===== src/rtl/accumulator_pkg.sv =====
// accumulator_pkg: default widths and saturation mode constants for the accumulator
package accumulator_pkg;
  localparam int DATA_W_DFLT = 8;
  localparam int SUM_W_DFLT = 16;
  localparam bit WRAP = 1'b0;
  localparam bit SAT = 1'b1;
endpackage


===== src/rtl/accumulator_add.sv =====
// accumulator_add: width-extended add with carry-out and optional clamp to all-ones
module accumulator_add
  import accumulator_pkg::*;
#(
  parameter int DATA_W = DATA_W_DFLT,
  parameter int SUM_W = SUM_W_DFLT,
  parameter bit SATURATE = WRAP
) (
  input  logic [SUM_W-1:0]  a,
  input  logic [DATA_W-1:0] b,
  output logic [SUM_W-1:0]  y,
  output logic              carry
);
  logic [SUM_W:0] s;
  always_comb begin
    s = {1'b0, a} + (SUM_W+1)'(b);
    carry = s[SUM_W];
    y = (SATURATE && carry) ? '1 : s[SUM_W-1:0];
  end
endmodule


===== src/rtl/accumulator.sv =====
// accumulator: registered running sum with sticky overflow, wrap or saturate
module accumulator
  import accumulator_pkg::*;
#(
  parameter int DATA_W = DATA_W_DFLT,
  parameter int SUM_W = SUM_W_DFLT,
  parameter bit SATURATE = WRAP
) (
  input  logic              clk,
  input  logic              rst,
  input  logic [DATA_W-1:0] data_in,
  output logic [SUM_W-1:0]  sum,
  output logic              overflow
);
  logic [SUM_W-1:0] nxt;
  logic carry;
  accumulator_add #(.DATA_W(DATA_W), .SUM_W(SUM_W), .SATURATE(SATURATE)) u_add (
    .a(sum), .b(data_in), .y(nxt), .carry(carry)
  );
  always_ff @(posedge clk)
    if (!rst) begin
      sum <= '0;
      overflow <= 1'b0;
    end else begin
      sum <= nxt;
      overflow <= overflow | carry;
    end
endmodule


===== config.mk =====
export PLATFORM = sky130hd
export DESIGN_NAME = accumulator
export DESIGN_NICKNAME = d
export VERILOG_FILES = /design/src/rtl/accumulator_pkg.sv /design/src/rtl/accumulator_add.sv /design/src/rtl/accumulator.sv
export SDC_FILE = /design/constraint.sdc
export NUM_CORES = 1
export LEC_CHECK = 0
export BUFFER_PORTS_ARGS = -buffer_cell sky130_fd_sc_hd__buf_2
export CORE_AREA = 3 3 60 62
export CTS_CLUSTER_DIAMETER = 120
export CTS_CLUSTER_SIZE = 25
export DETAILED_ROUTE_END_ITERATION = 8
export DIE_AREA = 0 0 63 65
export GPL_TIMING_DRIVEN = 0
export PLACE_DENSITY = 0.66
export SLEW_MARGIN = 40
export SYNTH_ARGS = -nofsm -noshare
export SYNTH_HDL_FRONTEND = slang
export SYNTH_HIERARCHICAL = 1
export SYNTH_SLANG_ARGS = --single-unit

===== constraint.sdc =====
create_clock -name clk -period 2.61 [get_ports clk]
set_input_delay 0.1305 -clock clk [delete_from_list [all_inputs] [get_ports clk]]
set_output_delay 0.1305 -clock clk [all_outputs]
set_load 0.02 [all_outputs]

Word-level counts from Yosys, hierarchy flattened --
Cells that the tools add are included.
Operators by class: add/subtract/negate cells 1, bitwise logic cells 1
Operators by type and width (count):
- adder 16 x 8 -> 17 bit | 1
- OR 1 bit | 1
Word-level totals: register bits after elaboration 17, input bits 10, output and inout port bits 17, logic and storage cells 4

Longest topological paths before layout --
word-level depth 2, gate-level depth with buffers 7, mapped depth without buffers 7

Hierarchy --
Netlist, hierarchy kept.
Modules (own cells, without submodules):
- accumulator_add | instances 1, cells an instance 84, area an instance 594.3 µm², seq. area each 0.0 µm²
- accumulator | instances 1, cells an instance 35, area an instance 474.2 µm², seq. area each 340.3 µm²

Worst setup path after synthesis --
OpenSTA, ideal clock, no wires.
path kind register -> register, start register sum[0], end register overflow, setup time 115 ps, arrival time 2051 ps, required time 2495 ps, setup slack 445 ps, cell stages (with the launch flop) 8, buffers on the path 0, clock period less this slack 2165 ps, path through dfxtp_1 ha_1 fa_1 a21o_1 a221oi_1 o21ai_1 and3_2 o21a_1
Between the ends: longest elaborated chain between the ends 2
Ends and longest elaborated chain:
- start, declared | line accumulator.sv:12 | output logic [SUM_W-1:0] sum,
- start signal, assigned | line accumulator.sv:25 | sum <= nxt;
- adder 16 x 8 -> 17 bit | line accumulator_add.sv:16 | s = {1'b0, a} + (SUM_W+1)'(b);
- via carry | line accumulator.sv:16 | logic carry;
- OR 1 bit | line accumulator.sv:26 | overflow <= overflow | carry;
- end signal, assigned | line accumulator.sv:26
- end, declared | line accumulator.sv:13 | output logic overflow
The timed path passes the listed nets, and every way through them passes these cells. A chain may end at the register's enable or synchronous reset.

Worst setup path after layout --
Ends and elaborated chain as after synthesis.

==> results.md <==
### STA
• 0.430 GHz — maximum achievable frequency
• 0 — Hold Violations, Final
• 89.2% — fin crit share
• no — setup repair after global routing missed its margin
• 0 — Slew Limit Fails
• 0 ps — setup_tns
• 2330 ps — time the final worst path needs with I/O delays and setup
• 0.972 ps — final clock skew
• 487 ps — worst-margin pin slew
• 67.3% — tightest slew margin relative to the limit
• 0 — final setup violating endpoints

### Yosys
• sky130_fd_sc_hd__dfxtp_1 — predominant post-synthesis flop cell
• 138 — number of nets in the synthesized netlist
• 8.98 um^2 — mean instance size in the synthesized netlist
• 0 — number of synthesized flops with an enable pin
• 6 — yosys warns
• 119 — Synth Instances
• 37 — Unique masters post-synth
• 31.9% — register area share after synthesis
• 1070 um^2 — post-synthesis instance area
• 0% — ys async rst share
• 17 — number of storage elements in the synthesis netlist

### Critical path
• flip-flop — Crit. End Element
• reg2reg — Critical Setup Path Class
• flip-flop — Worst setup SP type
• 3 — largest driver fanout on the critical path
• 2820 ps — worst endpoint required time
• 2530 ps — arrival time worst endpoint

### Clock network
• 3 — number of CTS-inserted buffers
• yes — clock tree from TritonCTS
• 0 — post-CTS setup buffers
• 17 — sink count of the clock tree
• 0 — post-cts gate resize count
• 1 — CTS H-Tree Depth
• 300 ps — clock latency at the later pin of the worst-skew pair
• 0 — cts-stage hold buffer count
• 100 ps — clock-pin slew of the registers on the worst-case setup and hold paths
• sky130_fd_sc_hd__clkbuf_4 — CTS root buf
• 2 — maximum root-to-sink buffer count

### Placement
• 26 — PortBufs
• 1840 um — dpl hpwl
• 0.827 — gpl congestion

### Pwr
• 33.7% — part of the power in registers
• 828 nW/um^2 — power density normalized to cell area
• 605 uW — total internal power
• 0.000578 uW — leakage component of the power
• 14.0% — share of total power in the clock network
• 42.8% — switching part of the total
• 454 uW — net switching power figure
• 52.3% — part of the power in combinational logic
• 453 uV — Peak supply drop

### GRT
• 0 — sum of overflow across all layers after global routing
• 11 — largest net degree at the start of global routing
• 977 — via count of the first global-routing pass
• 0 — number of antenna violations at the first check in global routing
• 4200 um — first-pass GRT wire length
• 12.7% — Tot GR Track Use

### Drt
• 0 — # DRC
• 4 — iteration count of the initial detailed-routing pass
• 998 — Vias
• 2430 um — final WL
• 13 — initial detailed-routing violation count
• 0 — ANT nets after route
• 5.17 — routed vias/inst
• 12.6 um — final routed wire length divided by cell count

### Layout
• 169 — net total in the final layout
• 19.8% — area growth from synthesis to layout
• 41.6% — utilization after layout
• 31.5% — fraction of layout cells with a size suffix above 1
• 321 — number of filler instances in the final layout
• 0 — antenna diode count

### Floorplan
• 4100 um^2 — die footprint
• 65 um — Die Height
• 3080 um^2 — Core Area
• 20 — Site Rows
• 27 — number of primary I/O pins
• 63 um — width of the chip
• 34.7% — effective utilization at floorplan

### Status
• complete, no violations — outcome

### Flow run
• 0 — number of violations of the max-capacitance limit

### Worst hold path
• in2reg — Hold/Removal Path Class

[critical path: stages (launching register included)]
cell and delay (ps):
sky130_fd_sc_hd__dfxtp_1 330, sky130_fd_sc_hd__ha_1 230, sky130_fd_sc_hd__fa_1 410, sky130_fd_sc_hd__a21o_1 230
sky130_fd_sc_hd__a221oi_1 420, sky130_fd_sc_hd__o21ai_1 190, sky130_fd_sc_hd__and3_2 240, sky130_fd_sc_hd__o21a_1 180
[layer usage]
metal	part of all wire (%)	vias up	track usage [%]
li1	-	494	-
met5	0	-	0
met1	45	473	14.9
met4	2.7	0	6.61
met2	47	24	21.9
met3	5.0	7	2.43
[flip-flops by register name, indices dropped and copies added, names as in the netlist]
signal    cells
overflow      1
sum          16
[kinds of logic (layout without fill, tap and decap cells)]
| family | count (synthesis) | in the layout | synth area share, % |
|---|---|---|---|
| AOI/OAI and AO/OA | 21 | 21 | 13.9 |
| xor gates and xnor gates | 11 | 11 | 9.02 |
| adders and majority gates | 9 | 9 | 11.2 |
| buffers and inverters | 5 | 35 | 2.58 |
| DFF | 17 | 17 | 31.9 |
| muxes | 1 | 1 | 0.937 |
| and+or+nand+nor | 55 | 55 | 30.4 |
[cells in the mapped netlist (2+ instances only)]
library cell,instances,share of area [%]
sky130_fd_sc_hd__and2_2,12,8.4
sky130_fd_sc_hd__xor2_1,4,3.3
sky130_fd_sc_hd__ha_1,8,9.4
sky130_fd_sc_hd__or4_1,2,1.4
sky130_fd_sc_hd__nor4_1,2,1.2
sky130_fd_sc_hd__o211ai_1,2,1.4
sky130_fd_sc_hd__xnor2_1,7,5.7
sky130_fd_sc_hd__nor3_1,5,2.3
sky130_fd_sc_hd__o21ai_0,3,1.4
sky130_fd_sc_hd__dfxtp_1,17,32
sky130_fd_sc_hd__nor2_1,9,3.2
sky130_fd_sc_hd__and2_1,4,2.3
sky130_fd_sc_hd__nand4_1,3,1.8
sky130_fd_sc_hd__and3_1,4,2.3
sky130_fd_sc_hd__inv_1,2,0.70
sky130_fd_sc_hd__nand3_1,5,2.3
sky130_fd_sc_hd__a221oi_1,2,1.6
sky130_fd_sc_hd__nand2_1,5,1.8
sky130_fd_sc_hd__a21oi_1,3,1.4
sky130_fd_sc_hd__and3_2,2,1.4
sky130_fd_sc_hd__a211oi_1,2,1.4
[path summary, 6_finish.rpt]
kind / start / endpoint / slack (ps) / depth (start not counted)
max: sum[0] / overflow / 280 / 7
min: data_in[0] / sum[0] / 160 / 3
max reg2reg: sum[0] / overflow / 280 / 7
min reg2reg: overflow / overflow / 490 / 1
[cells in the final DEF (no fill, tap or decap), types with 2 or more instances in the layout]
master,instances
sky130_fd_sc_hd__nor3_1,5
sky130_fd_sc_hd__nor4_1,2
sky130_fd_sc_hd__buf_2,27
sky130_fd_sc_hd__a21oi_1,3
sky130_fd_sc_hd__and2_1,4
sky130_fd_sc_hd__nand3_1,5
sky130_fd_sc_hd__inv_1,2
sky130_fd_sc_hd__and3_1,4
sky130_fd_sc_hd__and3_2,2
sky130_fd_sc_hd__a221oi_1,2
sky130_fd_sc_hd__a211oi_1,2
sky130_fd_sc_hd__o211ai_1,2
sky130_fd_sc_hd__dfxtp_1,17
sky130_fd_sc_hd__clkbuf_4,3
sky130_fd_sc_hd__xor2_1,4
sky130_fd_sc_hd__nand4_1,3
sky130_fd_sc_hd__ha_1,8
sky130_fd_sc_hd__and2_2,12
sky130_fd_sc_hd__o21ai_0,3
sky130_fd_sc_hd__xnor2_1,7
sky130_fd_sc_hd__nor2_1,9
sky130_fd_sc_hd__or4_1,2
sky130_fd_sc_hd__nand2_1,5
[final cells by class]
class | count | area [um^2] | area share [%]
Sequential cell | 17 | 340 | 26.6
Buffer | 3 | 20.0 | 1.56
Inverter | 2 | 7.51 | 0.587
Timing Repair Buffer | 26 | 130 | 10.2
Multi-Input combinational cell | 97 | 701 | 54.7
Clock buffer | 4 | 26.3 | 2.05
Tap cell | 44 | 55.1 | 4.30
[through the flow]
step           hold WS (ps)  cells  area [um^2]  setup WS, ps  power [uW]
2_1_floorplan           267    119         1070           445         776
3_3_place_gp            439    189         1250           355         896
3_5_place_dp            470    189         1250           352         918
4_1_cts                 148    193         1280           320        1070
5_1_grt                 159    193         1280           189        1150
6_report                160    193         1280           282        1060
[power by group through the flow]
| stage | logic [uW] | registers [uW] | clock network [uW] |
|---|---|---|---|
| 6_report | 554 | 357 | 148 |
| 5_1_grt | 617 | 366 | 163 |
| 4_1_cts | 556 | 358 | 158 |
| 3_5_place_dp | 554 | 364 | 0 |
| 3_3_place_gp | 537 | 359 | 0 |
| 2_1_floorplan | 353 | 424 | 0 |
Power figures use the tool's default switching activity.
